**config.mk**
```make
export PLATFORM = sky130hd
export DESIGN_NAME = rr_onehot_arbiter_4
export DESIGN_NICKNAME = d
export VERILOG_FILES = /design/src/rtl/rr_onehot_arbiter_4.sv
export SDC_FILE = /design/constraint.sdc
export NUM_CORES = 1
export LEC_CHECK = 0
export BUFFER_PORTS_ARGS = -buffer_cell sky130_fd_sc_hd__buf_2
export CAP_MARGIN = 30
export CORE_ASPECT_RATIO = 0.7
export CORE_MARGIN = 1.5
export CORE_UTILIZATION = 45
export CTS_CLUSTER_DIAMETER = 40
export CTS_CLUSTER_SIZE = 20
export DETAILED_ROUTE_END_ITERATION = 16
export PLACE_DENSITY_LB_ADDON = 0.2
export SKIP_LAST_GASP = 1
export SLEW_MARGIN = 20
export SYNTH_ARGS = -nofsm -noshare
export SYNTH_HDL_FRONTEND = slang
export SYNTH_SLANG_ARGS = --single-unit
```
**constraint.sdc**
```tcl
create_clock -name clk -period 2.3 [get_ports clk]
set_input_delay 0.115 -clock clk [delete_from_list [all_inputs] [get_ports clk]]
set_output_delay 0.115 -clock clk [all_outputs]
set_load 0.02 [all_outputs]
```
**src/rtl/rr_onehot_arbiter_4.sv**
```systemverilog
// Four-way round-robin arbiter with registered one-hot grant, enable and
// hold-limit timeout pulse; every grant is followed by at least one idle cycle.
module rr_onehot_arbiter_4 #(
    parameter int unsigned MAX_HOLD = 8
) (
    input  logic       clk,
    input  logic       rst_n,
    input  logic [3:0] req,
    input  logic       done,
    output logic [3:0] gnt,
    output logic       en,
    output logic       timeout
);

    typedef enum logic {
        IDLE,
        GRANT
    } state_t;

    localparam logic [7:0] HOLD_LAST = 8'(MAX_HOLD - 1);

    state_t     state, state_n;
    logic [1:0] ptr, ptr_n;
    logic [1:0] own, own_n;
    logic [7:0] cnt, cnt_n;
    logic [3:0] gnt_n;
    logic       en_n;
    logic       timeout_n;

    logic [1:0] pick;
    logic       found;
    logic       rel_done, rel_drop, rel_hold;

    // First requester at or after ptr, wrapping modulo 4.
    always_comb begin
        pick  = ptr;
        found = 1'b0;
        for (int unsigned k = 0; k < 4; k++) begin
            if (!found && req[ptr + 2'(k)]) begin
                pick  = ptr + 2'(k);
                found = 1'b1;
            end
        end
    end

    assign rel_done = done;
    assign rel_drop = ~req[own];
    assign rel_hold = (cnt == HOLD_LAST);

    always_comb begin
        state_n   = state;
        ptr_n     = ptr;
        own_n     = own;
        cnt_n     = cnt;
        gnt_n     = gnt;
        en_n      = en;
        timeout_n = 1'b0;
        unique case (state)
            IDLE: begin
                gnt_n = '0;
                en_n  = 1'b0;
                if (found) begin
                    state_n = GRANT;
                    own_n   = pick;
                    cnt_n   = '0;
                    gnt_n   = 4'b0001 << pick;
                    en_n    = 1'b1;
                end
            end
            GRANT: begin
                if (rel_done || rel_drop || rel_hold) begin
                    state_n   = IDLE;
                    gnt_n     = '0;
                    en_n      = 1'b0;
                    ptr_n     = own + 2'd1;
                    timeout_n = rel_hold && !rel_done && !rel_drop;
                end else begin
                    cnt_n = cnt + 8'd1;
                end
            end
            default: state_n = IDLE;
        endcase
    end

    always_ff @(posedge clk or negedge rst_n) begin
        if (!rst_n) begin
            state   <= IDLE;
            ptr     <= '0;
            own     <= '0;
            cnt     <= '0;
            gnt     <= '0;
            en      <= 1'b0;
            timeout <= 1'b0;
        end else begin
            state   <= state_n;
            ptr     <= ptr_n;
            own     <= own_n;
            cnt     <= cnt_n;
            gnt     <= gnt_n;
            en      <= en_n;
            timeout <= timeout_n;
        end
    end

endmodule

```
After elaboration in Yosys (flattened, before gate mapping)

Index checks and enable logic that the tools add are counted.

Register bits after elaboration: 19
Input bits: 7
Output and inout bits: 6

$add $sub $neg: 5
Order comparisons: 5
Eq/ne operators: 4
Shift operators: 1
Multiplexer cells: 30
Bitwise logic cells: 2
Reduce and logical (&&, ||, !) cells: 14

Operator list:

| kind                  | number |
|---|---|
| $mux W8               | 2 |
| $pmux W8 S2           | 1 |
| $lt A2 B3 Y1 const B  | 5 |
| $mux W1               | 14 |
| $bmux W1 S2           | 5 |
| $add A8 B1 Y8 const B | 1 |
| $eq A8 B3 Y1 const B  | 1 |
| $mux W4               | 2 |
| $pmux W4 S2           | 1 |
| $mux W2               | 3 |
| $reduce_and A2 Y1     | 3 |
| $logic_and A1 B1 Y1   | 5 |
| $add A2 B1 Y2 const B | 2 |
| $add A2 B2 Y2 const B | 2 |
| $logic_not A1 Y1      | 4 |
| $ne A2 B2 Y1 const B  | 2 |
| $pmux W1 S2           | 2 |
| $shl A1 B2 Y4 const A | 1 |
| $logic_or A1 B1 Y1    | 2 |
| $ne A2 B1 Y1 const B  | 1 |
| $not A1 Y1            | 2 |

Longest topological paths before layout

Depth after elaboration: 15
Mapped depth: 6
Depth with buffers taken out: 5

Worst setup path before layout

Ideal clock, no wire load.

Path type: register -> register
From: reg cnt[3]
To: reg ptr[1]
Arrival time: 1.629 ns
Required time: 2.175 ns
Setup slack: 0.546 ns
Stages on the path, launching flop included: 5
Path buffers: 0
Clock period less this slack: 1.754 ns
Cells stage by stage: dfrtp_1 or4b_4 nor4_4 o21ai_2 mux2_4

Cells in the longest elaborated chain, start to end: 3

RTL lines:

| item                               | RTL line | source |
|---|---|---|
| start, declared                    | 25       | `logic [7:0] cnt, cnt_n;` |
| start signal, assigned             | 98       | `cnt <= cnt_n;` |
| $eq A8 B3 Y1                       | 48       | `assign rel_hold = (cnt == HOLD_LAST);` |
| $logic_or A1 B1 Y1                 | 71       | `if (rel_done \|\| rel_drop \|\| rel_hold) begin` |
| $reduce_and A2 Y1 (no source line) | n/a      |  |
| end signal, assigned               | 96       | `ptr <= ptr_n;` |
| end, declared                      | 23       | `logic [1:0] ptr, ptr_n;` |

Every way passes these cells.
A chain may end at the register's enable or synchronous reset.

Worst setup path in the final report

Ends and elaborated chain as after synthesis.

==> metrics.txt <==
Max-Cap Viols=0; Synth Flop Type=dfrtp_1; H-tree Lvls=1; Seq/Total Area, Yosys=about 47%; Initial Utilization=47.4%; post-place instance area=1120 um2; sw frac=40.4%; Mean Syn Cell Area=10.0 um2; period utilization=82.9%; Tot GR Track Use=between 10% and 20%; max incr delay on CP=0.56 ns; final wirelength=approximately 2100 um; Yosys cell types=39; FP Rows=14; largest buffer count on any clock path=2; CTS clk-pin slew, worst paths=0.11 ns; die width=59.9 um; post-CTS setup buffers=0; leakage power=0.517 nW; largest net degree at the start of global routing=20; Die Span Y=about 43 um; Root Buffer=clkbuf_4; # clock sinks=19; final instance area=1150 um2; first-pass GRT wire length=approximately 3500 um; Slew Limit Fails=0; CP Data Required Time=2.50 ns; CP max stage cell=or4b_4; post-synth net total=110; worst-path fanout max=8; placed insts=145; Arr. time, crit path=2.10 ns; CTS tree=built; DRC=0; Non-Filler Instances=150; Seq pwr share=45.6%; mean number of vias per cell=approximately 5.6; GRT overflow=0; cell internal pwr=698 uW; RR Endpoint=ptr[1]; hpwl dp=1580 um; number of global-route vias before repair=750; r2r worst-path depth=4; Psw=472 uW; RSZ-0062 raised after global routing=no; Final Hold Viols=0; Final Util=53.6%; CP Buf/Inv Count=0; ANT nets after route=0; placer's final routability congestion estimate=approximately 0.84; Pre-Repair DR Iteration Count=4; Crit. End Element=flip-flop; share of layout cells above drive strength 1=20.3%; reg2reg setup slack=a little under 0.4 ns; power per cell area=1010 nW/um2; logic gate share of total power=39.9%; worst vdd ir=about 480 uV; Syn Inst Count=102; min Tclk post-route=1.91 ns; setup violators final=0; average wire per standard cell=14.1 um; run status=finished clean; Vias=841; overall power=1.17 mW; part of the power in the clock network=14.4%; fmax=roughly 520 MHz; Core Box Area=2150 um2; TritonCTS buffer count=3; Setup Crit Path Kind=reg2reg; most common cell after layout, fill and taps aside=dfrtp_1; number of synthesized flops with an enable pin=0; hold crit path type=in2async; clk_lat worst skew=~0.30 ns; r2r startpoint=cnt[3]; CTS resizes=0; area grow syn2layout=13.1%; Synth Warn #=0; DRT iter0 DRCs=12; Synth Register Bits=19; Setup crit start=cnt[3]; port buffer count=12; pre-CTS setup slack=0.412 ns; max_slew headroom=roughly 64%; Die Area=approximately 2600 um2; Hold WS=0.272 ns; area of the mapped netlist=1020 um2; Setup Skew=~0.007 ns; TNS Setup=0 ns; crit-path cells=or4b_4, nor4_4, o21ai_2, mux2_4; I/O pin total=13; initial antenna violation count=0; layout net count=127; commonest non-fill, non-tap cells in the layout=dfrtp_1, buf_2, inv_1; Critical Path Source Type=flip-flop; Slew @ Worst Pin=0.532 ns; top cell family by delay on the critical path=simple AND/OR/NAND/NOR gates; n_diodes=0; ys async rst share=100%; fin worst setup slack=about 0.39 ns
area by class of cell:
class,instances,area [um2]
flip-flops and latches,19,475
clock buffers,4,26.3
repair buffers,14,77.6
well taps,32,40.0
fillers,208,1000
multi-input cells,71,498
inverters,10,37.5
metal layers:
layer	GRT usage, %	vias to the layer above	part of all wire (%)
li1	-	416	-
met1	26.2	402	53
met2	26.3	17	42
met3	6.40	6	3.0
met4	7.11	0	1.8
met5	0	-	0
worst max-delay path by stage:
stage | endpoint | slack, ns | cells past startpoint
floorplan | ptr[1] | 0.55 | 4
global placement | ptr[1] | 0.49 | 4
detailed placement | ptr[1] | 0.41 | 4
CTS | ptr[1] | 0.40 | 4
global route | gnt[2] | 0.28 | 4
finish | ptr[1] | 0.39 | 4
sequential cells by signal (all words and copies together) (netlist names):
name,count
cnt,8
gnt,4
own,2
ptr,2
en,1
state,1
timeout,1
worst reg2reg max path, delay by kind of cell (launching register included):
kind / cells / cell delay [ns]
flip-flops: 1 / 0.42
AND/OR/NAND/NOR: 2 / 0.93
AO/OA/AOI/OAI: 1 / 0.15
multiplexers: 1 / 0.31
synthesized netlist by cell type (2+ instances only):
| cell | count | area share (%) |
|---|---|---|
| inv_1 | 10 | 3.7 |
| o31ai_1 | 3 | 2.2 |
| or3_1 | 3 | 1.8 |
| mux2_2 | 2 | 2.2 |
| buf_2 | 2 | 0.98 |
| o21ai_0 | 9 | 4.4 |
| nand3_1 | 3 | 1.5 |
| a21o_1 | 3 | 2.2 |
| a22oi_1 | 2 | 1.5 |
| o211ai_1 | 2 | 1.5 |
| dfrtp_1 | 19 | 47 |
| a21oi_1 | 6 | 2.9 |
| nor2_1 | 5 | 1.8 |
| nand2_1 | 4 | 1.5 |
| o311ai_0 | 2 | 1.7 |
| nand4_1 | 2 | 1.2 |
| o32ai_1 | 2 | 1.7 |
| a22o_1 | 2 | 1.7 |
repair_timing:
item,in CTS,in global routing
hold buffers,1,0
endpoints found under the setup margin,0,0
endpoints found under the hold margin,19,0
power by group through the flow:
stage / combinational (mW) / sequential [mW] / clock, mW
2_1_floorplan: 0.303 / 0.560 / 0
3_3_place_gp: 0.462 / 0.534 / 0
3_5_place_dp: 0.466 / 0.537 / 0
4_1_cts: 0.468 / 0.531 / 0.176
5_1_grt: 0.520 / 0.548 / 0.187
6_report: 0.468 / 0.534 / 0.169
kinds of logic (layout without fill, tap and decap cells):
| group | after synthesis | count (layout) | synth area share (%) |
|---|---|---|---|
| flip-flops | 19 | 19 | 46.6 |
| adder cells (fa/ha/maj) | 1 | 1 | 1.23 |
| XOR/XNOR | 1 | 1 | 0.858 |
| AND/OR/NAND/NOR | 28 | 28 | 17.4 |
| AO/OA/AOI/OAI | 37 | 37 | 24.6 |
| multiplexers | 4 | 4 | 4.66 |
| buffers and inverters | 12 | 28 | 4.66 |
Note: power is estimated with default switching activity, not from simulation.
